===== src/rtl/key_onehot_gen.sv =====
// key_onehot_gen: per-channel synchronize + debounce of 4 key lines; each debounced
// rising edge becomes a one-hot event, issued lowest-index-first through a ready/valid register.
module key_onehot_gen #(
    parameter int DEBOUNCE_CYCLES = 4
) (
    input  logic       clk,
    input  logic       rst_n,
    input  logic [3:0] key_in,
    input  logic       out_ready,
    input  logic       clr_ovf,
    output logic [3:0] onehot_out,
    output logic       out_valid,
    output logic [3:0] key_state,
    output logic       ovf
);
    localparam int CW = $clog2(DEBOUNCE_CYCLES + 1);

    logic [3:0]    r_sync1, r_sync2, r_key, r_rise, r_pend, r_onehot;
    logic          r_valid, r_ovf;
    logic [CW-1:0] r_cnt [4];
    logic [3:0]    w_diff, w_done, w_pick, w_clr;
    logic          w_load;

    always_comb begin
        w_diff = r_sync2 ^ r_key;
        w_done = 4'b0;
        for (int i = 0; i < 4; i++)
            w_done[i] = w_diff[i] && (r_cnt[i] == CW'(DEBOUNCE_CYCLES - 1));
        // x & -x isolates the lowest set bit, giving channel 0 top priority
        w_pick = r_pend & (~r_pend + 4'd1);
        w_load = !r_valid || out_ready;
        w_clr  = w_load ? w_pick : 4'b0;
    end

    always_ff @(posedge clk or negedge rst_n) begin
        if (!rst_n) begin
            r_sync1  <= 4'b0;
            r_sync2  <= 4'b0;
            r_key    <= 4'b0;
            r_rise   <= 4'b0;
            r_pend   <= 4'b0;
            r_onehot <= 4'b0;
            r_valid  <= 1'b0;
            r_ovf    <= 1'b0;
            for (int i = 0; i < 4; i++) r_cnt[i] <= '0;
        end else begin
            r_sync1 <= key_in;
            r_sync2 <= r_sync1;
            r_key   <= r_key ^ w_done;
            r_rise  <= w_done & ~r_key;
            r_pend  <= (r_pend & ~w_clr) | r_rise;
            // a rise landing on a bit being issued this edge re-arms it rather than overflowing
            r_ovf   <= (|(r_rise & r_pend & ~w_clr)) || (r_ovf && !clr_ovf);
            for (int i = 0; i < 4; i++)
                r_cnt[i] <= (w_diff[i] && !w_done[i]) ? r_cnt[i] + 1'b1 : '0;
            if (w_load) begin
                r_onehot <= w_pick;
                r_valid  <= |r_pend;
            end
        end
    end

    assign onehot_out = r_onehot;
    assign out_valid  = r_valid;
    assign key_state  = r_key;
    assign ovf        = r_ovf;
endmodule

===== config.mk =====
export PLATFORM = sky130hd
export DESIGN_NAME = key_onehot_gen
export DESIGN_NICKNAME = d
export VERILOG_FILES = /design/src/rtl/key_onehot_gen.sv
export SDC_FILE = /design/constraint.sdc
export NUM_CORES = 1
export LEC_CHECK = 0
export BUFFER_PORTS_ARGS = -buffer_cell sky130_fd_sc_hd__buf_2
export CAP_MARGIN = 20
export CORE_MARGIN = 5
export CORE_UTILIZATION = 55
export DETAILED_ROUTE_END_ITERATION = 12
export PLACE_DENSITY = 0.73
export REMOVE_ABC_BUFFERS = 1
export SYNTH_ARGS = -nofsm -noshare
export SYNTH_HDL_FRONTEND = slang
export SYNTH_SLANG_ARGS = --single-unit

===== constraint.sdc =====
create_clock -name clk -period 1.5 [get_ports clk]
set_clock_uncertainty 0.2 [all_clocks]
set_input_delay 0.075 -clock clk [delete_from_list [all_inputs] [get_ports clk]]
set_output_delay 0.075 -clock clk [all_outputs]
set_load 0.02 [all_outputs]

Yosys cells after proc, flatten, opt, wreduce, memory -nomap -nowiden
Index checks and enable logic that the tools add are counted.
{ "totals": {"latchBits": 0, "ramBits": 0, "wordCells": 56, "n_memories": 0, "regBits": 38, "out_inout_bits": 10, "mem_bits_ro": 0} }
{ "classes": {"n_shift": 0, "bitwise_logic": 11, "n_reduce_logical": 19, "div_mod_pow": 0, "n_eq_ne": 4, "n_addsub": 5, "muxes": 5, "n_lt_le_gt_ge": 0, "mul": 0} }
{ "ops": {"columns": ["op", "n"], "rows": [
  ["$and 4x4->4", 5],
  ["$add 3x1->3 const B", 4],
  ["$eq 3x2->1 const B", 4],
  ["$mux 3", 4],
  ["$not 4->4", 3],
  ["$logic_and 1x1->1", 9],
  ["$reduce_or 4->1", 2],
  ["$xor 4x4->4", 2],
  ["$logic_not 1->1", 6],
  ["$add 4x1->4 const B", 1],
  ["$mux 4", 1],
  ["$or 4x4->4", 1],
  ["$logic_or 1x1->1", 2]
]} }

Logic depth before layout (Yosys ltp)
Gate-level depths: netlist (run 1).
{ "depth": {"depth_word": 8, "ltp_mapped": 4} }

Least setup slack after synthesis (run 1)
Ideal clock, no wire load.
{ "synth_timing": {"kind": "flip-flop to flip-flop", "from": "register r_valid, in the netlist out_valid", "to": "register r_onehot[0], in the netlist onehot_out[0]", "arrival_ps": 1100, "path_stages_with_launch": 4, "synth_period_minus_slack_ps": 1425, "path_slack_ps": 75, "required_ps": 1175, "path_cell_list": "dfrtp_1 > nor2b_2 > buf_4 > mux2_2"} }
{ "synth_via": {"elab_chain_len": 2} }
{ "synth_lines": {"columns": ["item", "line", "text"], "rows": [
  ["start: declaration", "19", "logic r_valid, r_ovf;"],
  ["start signal: assignment", "58", "r_valid <= |r_pend;"],
  ["$logic_not 1->1", "31", "w_load = !r_valid || out_ready;"],
  ["$logic_or 1x1->1", "31", null],
  ["end signal: assignment", "57", "r_onehot <= w_pick;"],
  ["end: declaration", "18", "logic [3:0] r_sync1, r_sync2, r_key, r_rise, r_pend, r_onehot;"]
]} }
No other way between the ends.
A chain may end at the register's enable or synchronous reset.

Worst setup path after layout (run 1)
{ "layout_timing": {"from": "register r_pend[0]", "to": "register r_ovf, in the netlist ovf"} }
{ "layout_via": {"elab_chain_len": 8} }
{ "layout_lines": {"columns": ["item", "line", "text"], "rows": [
  ["start: declaration", "18", null],
  ["start signal: assignment", "51", "r_pend <= (r_pend & ~w_clr) | r_rise;"],
  ["$not 4->4", "30", "w_pick = r_pend & (~r_pend + 4'd1);"],
  ["$add 4x1->4", "30", null],
  ["$and 4x4->4", "30", null],
  ["$mux 4", "32", "w_clr = w_load ? w_pick : 4'b0;"],
  ["$not 4->4", "53", "r_ovf <= (|(r_rise & r_pend & ~w_clr)) || (r_ovf && !clr_ovf);"],
  ["$and 4x4->4 (*)", "53", null],
  ["$reduce_or 4->1 (*)", "53", null],
  ["$logic_or 1x1->1 (*)", "53", null],
  ["end signal: assignment", "53", null],
  ["end: declaration", "19", null]
]} }
Mark *: on every way between the ends. The rest lies on a longest branch, timed or not.

==> run summary, run 1 <==
Status - finished, final reports clean
Worst-path clk slew - 0.10 ns
Type of the worst min-delay path - in2async
Core outline area - 2477 µm²
Clk Latency, worst-skew pair - 0.33 ns
Setup_tns - 0 ns
RR Startpoint - r_pend[0]
Die area - 3723 µm²
Mean Syn Cell Area - 13.01 µm²
Die height - 61.02 µm
First-pass GRT wire length - 3760 µm
Largest net degree at the start of global routing - 39
Area share of the largest cell type after synthesis - 66.43%
Fmax - 0.7035 GHz
Setup crit end kind - flip-flop
Pleak - 0.8963 nW
R2R depth - 3
CP bufs+invs - 0
Crit Path Class - reg2reg
Final worst slack - 0.07846 ns
Post-Layout Cell Count - 171
Layout Utilization - 67.58%
Io pins - 18
Fraction of registers with async set/reset - 100.0%
Seq/Total Area, Yosys - 66.43%
DIE WIDTH - 61.02 µm
Synthesized flop and latch total - 38
RSZ-0062 raised after global routing - false
Grt total ovfl - 0
Worst VDD drop - 0.9535 mV
Post-synth EDFFs - 0
Cell count after placement - 157
Vias - 846
Vias in the first global route - 905
Cell with the most instances after synthesis - dfrtp_1
Crit Path Max Fanout - 6
Synth top cells by count - dfrtp_1 (38), inv_1 (13), nor2_1 (13), ha_1 (8)
R2r endpoint - ovf
Final setup fails - 0
Worst-margin pin slew - 0.4571 ns
Synth top area cells - dfrtp_1 (66%), ha_1 (7.0%), inv_1 (3.4%), nor2_1 (3.4%), mux2_2 (3.1%)
DRT iter0 DRCs - 9
Largest area contributor in the netlist - dfrtp_1
Hold Violations, Final - 0
Hold_ws - 0.1180 ns
Clock Sinks - 38
Total length of routed wires - 2072 µm
Initial core utilization - 57.78%
Design Area, Final - 1674 µm²
Total GRT Usage - 14.39%
PD cells - 1514 nW/µm²
# Post-CTS Setup Buffers - 0
Normalized max-slew margin - 69.53%
TritonCTS clock tree - done
Crit path max-delay cell type - dfrtp_1
GP Congestion - 0.8716
Nets@finish - 157
CTS root buf - clkbuf_4
DR DRC count - 0
Layout cells sized above 1 - 21.28%
Post-Place Worst Slack - 0.07342 ns
Yosys cell types - 23
Slowest stage delay, CP - 0.44 ns
Period utilisation layout - 94.77%
Final Power - 2.534 mW
ANT nets after route - 0
Netlist Area Pre-Place - 1431 µm²
Max-slew violations - 0
DP Area - 1554 µm²
Ys flop type - dfrtp_1
Dpl hpwl - 1547 µm
Worst Path Required - 1.50 ns
Filler cell count - 194
Diodes inserted - 0
Core Rows - 18
Max Cap Viol - 0
Crit-path leading delay family - flip-flops
Max Root-Sink Buffers - 2
Critical Path AT - 1.42 ns
R2r setup slk - 0.08 ns
Area Growth Syn to Fin - 16.96%
Avg WL per Cell - 12.12 µm
Ys Warns - 0
I/O Buffers - 17
Worst path cell trace - or2_4, o311ai_1, o2111ai_1
Mapped Cells - 110
Num CTS Buffers - 5
Drt first pass iters - 4
Vias/cell - 4.947
Antenna violations before repair - 0
CP startpoint kind - flip-flop
Tmin final - 1.422 ns
Htree depth - 2
-- layout by cell type, fill, tap and decap left out --
| master | n |
|---|---|
| dfrtp_1 | 38 |
| buf_2 | 17 |
| inv_1 | 13 |
| nor2_1 | 13 |
| ha_1 | 8 |
| dlygate4sd3_1 | 7 |
| nand2b_1 | 5 |
| nand2_1 | 5 |
| clkbuf_4 | 5 |
| xor2_1 | 4 |
| mux2_2 | 4 |
| o21ai_0 | 3 |
| and3b_1 | 3 |
| a21o_1 | 2 |
| clkbuf_1 | 2 |
| nor2b_4 | 1 |
| or2_4 | 1 |
| or2_1 | 1 |
| nor3_2 | 1 |
| o21bai_1 | 1 |
| o311ai_1 | 1 |
| a32oi_1 | 1 |
| o211ai_1 | 1 |
| o2111ai_1 | 1 |
| o21ai_1 | 1 |
| a22o_1 | 1 |
| buf_4 | 1 |
-- layout make-up --
type | count | area, µm² | area share [%]
Sequential cell | 38 | 950.9 | 56.80
Multi-Input combinational cell | 58 | 429.2 | 25.64
Timing Repair Buffer | 25 | 162.7 | 9.716
Inverter | 13 | 48.80 | 2.915
Clock buffer | 7 | 45.04 | 2.691
Tap cell | 30 | 37.54 | 2.242
-- logic make-up after synthesis --
| group | count (synthesis) | synth area share, % |
|---|---|---|
| flip-flops | 38 | 66.43 |
| adder cells (fa/ha/maj) | 8 | 6.993 |
| XOR/XNOR | 4 | 2.447 |
| AND/OR/NAND/NOR | 30 | 11.10 |
| buffers and inverters | 14 | 3.934 |
| multiplexers | 4 | 3.147 |
| AO/OA/AOI/OAI | 12 | 5.944 |
-- power by group --
part / switching [mW] / internal, mW / total, mW
Combinational: 0.394 / 0.308 / 0.703
Clock: 0.284 / 0.177 / 0.461
Sequential: 0.130 / 1.24 / 1.37
-- how the worst max path moves through the flow --
stage	from	end	depth (start not counted)
2_1_floorplan	out_valid	onehot_out[0]	2
3_3_place_gp	out_valid	onehot_out[0]	2
3_5_place_dp	out_valid	onehot_out[0]	2
4_1_cts	out_ready	onehot_out[0]	4
5_1_grt	r_pend[0]	ovf	3
6_report	r_pend[0]	ovf	3
-- what timing repair did --
action	4_1_cts	5_1_grt
hold buffers	7	0
endpoints found under the hold margin	48	0
gates resized for setup	0	1
endpoints found under the setup margin	0	2
-- routing by layer --
| metal | wire length, µm | GRT usage [%] | up-vias | share of wire (%) |
|---|---|---|---|---|
| li1 | - | - | 417 | - |
| met1 | 834 | 15.73 | 404 | 40 |
| met2 | 1071 | 24.73 | 18 | 52 |
| met3 | 116 | 4.403 | 7 | 5.6 |
| met4 | 50 | 8.359 | 0 | 2.4 |
| met5 | 0 | 0 | - | 0 |
-- worst reg2reg max path, cell delays in order, from the launching register on --
cell       delay [ns]
dfrtp_1          0.44
or2_4            0.27
o311ai_1         0.24
o2111ai_1        0.15
Power figures use the tool's default switching activity.
==> run 2: changes to the inputs <==
CELL_PAD_IN_SITES_DETAIL_PLACEMENT = 1   (was default)
CELL_PAD_IN_SITES_GLOBAL_PLACEMENT = 2   (was default)
CORE_UTILIZATION = 38   (was 55)
==> run 2 against run 1 <==
Effect of this change:
- first-iteration DRC count increased by 120%
- count of clock-buffer cells in the layout stayed put
- sequential power hardly changed
- final area increased by 4.4%
- via count up 2.2%
- global-route usage fell by 3.0 points
- largest power group unchanged
- highest routed layer unchanged
==> run summary, run 2 (synthesis gave the netlist of run 1 again) <==
Fmax - 0.7143 GHz (+1.5%)
DIE WIDTH - 71.38 µm (+17%)
Setup crit end kind - flip-flop
Die height - 71.38 µm (+17%)
Grt total ovfl - 0 (unchanged)
DP Area - 1597 µm² (+2.7%)
Critical Path AT - 1.37 ns (-0.05 ns)
Total GRT Usage - 11.38% (-3.0 points)
Most frequent cells in the layout - dfrtp_1 (38), buf_2 (17), inv_1 (13), nor2_1 (13), ha_1 (8)
Net Sw Frac - 31.14% (-0.75 points)
Type of the worst min-delay path - in2async
Setup_tns - 0 ns (unchanged)
CP bufs+invs - 0 (unchanged)
GP Congestion - 0.7258 (-17%)
CTS root buf - clkbuf_8
# Post-CTS Setup Buffers - 0 (unchanged)
Comb pwr share - 26.5% (-1.2 points)
Max Used Layer - met4
Pleak - 0.9193 nW (+2.6%)
Die area - 5094 µm² (+37%)
Tmin final - 1.400 ns (-0.02167 ns)
Layout cells sized above 1 - 21.83% (+0.55 points)
Cell count after placement - 176 (+12%)
Num CTS Buffers - 5 (unchanged)
Max Root-Sink Buffers - 2 (unchanged)
CP most frequent cell - ha_1
CP startpoint kind - flip-flop
Avg WL per Cell - 12.12 µm (about the same)
DRT iter0 DRCs - 20 (+11)
Clk pwr share - 23.2% (+5.0 points)
Max-slew violations - 0 (unchanged)
Htree depth - 2 (unchanged)
Worst Path Required - 1.47 ns (-0.03 ns)
Max Cap Viol - 0 (unchanged)
Total length of routed wires - 2303 µm (+11%)
Post-Layout Cell Count - 190 (+11%)
Worst-path clk slew - 0.07 ns (-0.03 ns)
Hold Violations, Final - 0 (unchanged)
Crit-path leading delay family - adder cells
Largest net degree at the start of global routing - 23 (-41%)
Most common cell after layout, fill and taps aside - dfrtp_1
Met2 routed WL - 1147 µm (+7.1%)
Io pins - 18 (unchanged)
Vias in the first global route - 978 (+8.1%)
Vias/cell - 4.553 (-8.0%)
WL met3 - 142 µm (+22%)
M1 WL - 981 µm (+18%)
Nets@finish - 158 (+0.64%)
Antenna violations before repair - 0 (unchanged)
Dpl hpwl - 1696 µm (+9.7%)
Drt first pass iters - 4 (unchanged)
Slowest stage delay, CP - 0.39 ns (-0.05 ns)
Final Power - 2.726 mW (+7.6%)
Initial core utilization - 39.10% (-19 points)
Clk Latency, worst-skew pair - 0.28 ns (-0.05 ns)
Internal - 1.877 mW (+8.7%)
Crit Path Class - reg2reg
DR DRC count - 0 (unchanged)
PD cells - 1559 nW/µm² (+3.0%)
Area Growth Syn to Fin - 22.12%
Core outline area - 3661 µm² (+48%)
Worst-margin pin slew - 0.3936 ns (-0.06347 ns)
I/O Buffers - 17 (unchanged)
Clock Sinks - 38 (unchanged)
RSZ-0062 raised after global routing - false
Core Rows - 22 (+4)
First-pass GRT wire length - 4409 µm (+17%)
P_sw - 0.8487 mW (+5.0%)
ANT nets after route - 0 (unchanged)
Seq pwr share - 50.3% (-3.8 points)
Final setup fails - 0 (unchanged)
Diodes inserted - 0 (unchanged)
Worst path cell trace - ha_1, ha_1, mux2_2
Normalized max-slew margin - 73.76% (+4.2 points)
Period utilisation layout - 93.33% (-1.4 points)
Crit Path Max Fanout - 3 (-3)
TritonCTS clock tree - done
Design Area, Final - 1748 µm² (+4.4%)
Vias - 865 (+2.2%)
Status - finished, final reports clean
Worst VDD drop - 0.6051 mV (-37%)
Crit path max-delay cell type - dfrtp_1
-- run 2: cell count changes in the layout (fill, tap and decap cells not counted), sizes merged --
cell / delta
buf: +1
-- run 2: area by class of cell --
| cell class | instances | area (µm²) |
|---|---|---|
| inverters | 13 | 48.80 |
| multi-input cells | 58 | 429.2 |
| flip-flops and latches | 38 | 950.9 |
| well taps | 48 | 60.06 |
| repair buffers | 26 | 182.7 |
| fillers | 392 | 1913 |
| clock buffers | 7 | 76.32 |
-- run 2: layer usage --
metal | track usage (%) | up-vias
met4 | 5.637 | 0
li1 | - | 416
met5 | 0 | -
met1 | 13.83 | 428
met3 | 5.049 | 4
met2 | 17.14 | 17
-- run 2: worst paths after layout --
path                            start          to  slack (ns)  depth (start not counted)
hold / removal                  rst_n   r_rise[3]        0.05                          2
setup / recovery             r_cnt[6]   flip-flop        0.10                          3
hold reg to reg            r_sync1[2]  r_sync2[2]        0.15                          0
setup reg to reg             r_cnt[6]   flip-flop        0.10                          3
min in group clk           r_sync1[2]  r_sync2[2]        0.15                          0
max in group asynchronous       rst_n   async pin        0.61                          3
-- run 2: power by group through the flow --
stage / clock network (mW) / registers (mW) / logic, mW
final: 0.632 / 1.37 / 0.721
after detailed placement: 0 / 1.40 / 0.723
after global placement: 0 / 1.38 / 0.675
after global routing: 0.727 / 1.41 / 0.847
after CTS: 0.677 / 1.38 / 0.736
after floorplan: 0 / 1.46 / 0.405
-- run 2: worst reg2reg max path, delay by kind of cell, from the launching register on --
family / cells / cell delay, ns
multiplexers: 1 / 0.27
adder cells (fa/ha/maj): 2 / 0.42
flip-flops: 1 / 0.39
-- run 2: through the flow --
step / setup slack (ns) / util, % / hold slack, ns
after floorplan: 0.01380 / - / -0.4206
after global placement: 0.09292 / 43.61 / -0.1812
after detailed placement: 0.05924 / 43.61 / -0.1719
after CTS: 0.06166 / 47.33 / -0.08183
after global routing: 0.02693 / 47.74 / 0.08536
final: 0.1001 / 47.74 / 0.04799
-- run 2: what timing repair did --
item,4_1_cts,5_1_grt
hold buffers,6,1
endpoints found under the hold margin,46,3
resized for setup,0,1
setup endpoints to repair,0,2
==> run 3: changes to the inputs <==
CORE_UTILIZATION = 41   (was 38)
PLACE_DENSITY = 0.78   (was 0.73)
clock period = 1.75 ns   (was 1.5 ns; I/O delays follow)
==> run 3 against run 2 <==
Effect of this change:
- cell count fell by 2.1%
- setup slack gained 0.15 ns
- first-iteration DRC count increased to 2.8 times the previous value
- routed wire length fell by 0.96%
- via count up 0.12%
- highest routed layer unchanged
==> run summary, run 3 (synthesis gave the netlist of run 1 again) <==
Status - finished, final reports clean
Hold Violations, Final - 0 (unchanged)
Worst path cell trace - dlygate4sd3_1, buf_2, nor2b_2, o21ai_0, o2111ai_1
Period utilisation layout - 85.55%
DRT iter0 DRCs - 55 (+180%)
Max Cap Viol - 0 (unchanged)
GP Congestion - 0.8433 (+16%)
Critical path origin - out_ready
Fmax - 0.6680 GHz
CTS root buf - clkbuf_4
Die area - 4773 µm² (-6.3%)
Crit-path leading delay family - buffers and inverters
Dpl hpwl - 1637 µm (-3.5%)
RR Startpoint - out_valid
Worst-margin pin slew - 0.4745 ns (+0.08089 ns)
Clk Latency, worst-skew pair - 0.33 ns (+0.05 ns)
Filler cell count - 384 (-2.0%)
Avg WL per Cell - 12.26 µm (+1.2%)
Vias - 866 (+0.12%)
Crit path max-delay cell type - dlygate4sd3_1
Cell count after placement - 173 (-1.7%)
Area Growth Syn to Fin - 18.44%
Met3 Usage GRT - 5.233% (+0.18 points)
Gr busiest metal - met2
DR DRC count - 0 (unchanged)
I/O Buffers - 17 (unchanged)
Max Root-Sink Buffers - 2 (unchanged)
CP startpoint kind - input pin
Met2 Track Usage GR - 15.78% (-1.4 points)
RSZ-0062 raised after global routing - false
Critical Path Stages - 5 (+2)
Clock Sinks - 38 (unchanged)
Crit Path Max Fanout - 12 (+9)
Die height - 69.09 µm (-3.2%)
Worst VDD drop - 0.4847 mV (-20%)
Pleak - 0.8999 nW (-2.1%)
Grt total ovfl - 0 (unchanged)
Setup crit end kind - flip-flop
Critical Path AT - 1.54 ns (+0.17 ns)
ANT nets after route - 0 (unchanged)
Normalized max-slew margin - 68.36% (-5.4 points)
First-pass GRT wire length - 4105 µm (-6.9%)
CP bufs+invs - 2 (+2)
Diodes inserted - 0 (unchanged)
Max-slew violations - 0 (unchanged)
Core Rows - 21 (-4.5%)
Vias/cell - 4.656 (+2.3%)
Type of the worst min-delay path - in2async
Crit Path Class - in2reg
Worst-path clk slew - 0.10 ns (+0.03 ns)
Drt first pass iters - 2 (-2)
Tmin final - 1.497 ns
R2R depth - 3 (unchanged)
Num CTS Buffers - 5 (unchanged)
Nets@finish - 157 (-0.63%)
Largest net degree at the start of global routing - 39 (+70%)
Layout cells sized above 1 - 22.14% (+0.31 points)
Total length of routed wires - 2281 µm (-0.96%)
Total GRT Usage - 10.64% (-0.74 points)
Slowest stage delay, CP - 0.53 ns (+0.14 ns)
DIE WIDTH - 69.09 µm (-3.2%)
Htree depth - 2 (unchanged)
Antenna violations before repair - 0 (unchanged)
Multi-input gate area - 424.2 µm² (-1.2%)
Io pins - 18 (unchanged)
TritonCTS clock tree - done
Post-cts resize count - 0 (unchanged)
Initial core utilization - 42.56% (+3.5 points)
Most frequent cells in the layout - dfrtp_1 (38), buf_2 (17), inv_1 (13), nor2_1 (13), ha_1 (8)
Worst Path Required - 1.79 ns (+0.32 ns)
Vias in the first global route - 915 (-6.4%)
PD cells - 1307 nW/µm² (-16%)
Core outline area - 3363 µm² (-8.1%)
Most common cell after layout, fill and taps aside - dfrtp_1
Setup_tns - 0 ns (unchanged)
Final setup fails - 0 (unchanged)
Met1 Resource Use GR - 13.36% (-0.46 points)
Post-Layout Cell Count - 186 (-2.1%)
Reg area - 950.9 µm² (unchanged)
run 3: through the flow:
stage	worst slack (ns)	instance area [µm²]	total power [mW]	hold WS (ns)	utilization (%)
finish	0.2529	1695	2.216	0.1213	50.41
global route	0.1575	1695	2.398	0.1572	50.41
CTS	0.2736	1695	2.265	0.1304	50.41
detailed placement	0.3136	1574	1.811	-0.04084	46.80
global placement	0.3418	1574	1.752	-0.04328	46.80
floorplan	0.2638	1424	1.601	-0.4081	-
run 3: cell type report:
class	count	area share [%]
flip-flops and latches	38	56.09
multi-input cells	58	25.02
repair buffers	25	9.594
well taps	46	3.395
clock buffers	6	3.026
inverters	13	2.878
run 3: worst paths after layout:
kind / end / slack (ns)
setup / recovery: ovf / 0.25
hold / removal: r_rise[3] / 0.12
setup reg to reg: ovf / 0.28
hold reg to reg: r_sync2[3] / 0.16
max in group asynchronous: r_cnt[10] / 0.89
min in group clk: r_sync2[3] / 0.16
run 3: tightest hold or removal path, stage by stage:
cell	delay, ns
dlygate4sd3_1	0.52
buf_2	0.09
buf_4	0.40
run 3: report_power, final:
group,internal [mW],total (mW),switching [mW]
clock,0.181,0.437,0.256
sequential,1.06,1.18,0.112
combinational,0.259,0.603,0.343
total,1.50,2.22,0.712
run 3: repair_timing:
action / 4_1_cts / 5_1_grt
hold buffers: 7 / 0
endpoints found under the hold margin: 48 / 0
buffers inserted: 0 / 0
run 3: layer usage:
layer  part of all wire, %  vias to the layer above
met2                    47                       19
met3                   6.2                        7
met5                     0                        -
li1                      -                      419
met4                   1.4                        0
met1                    45                      421
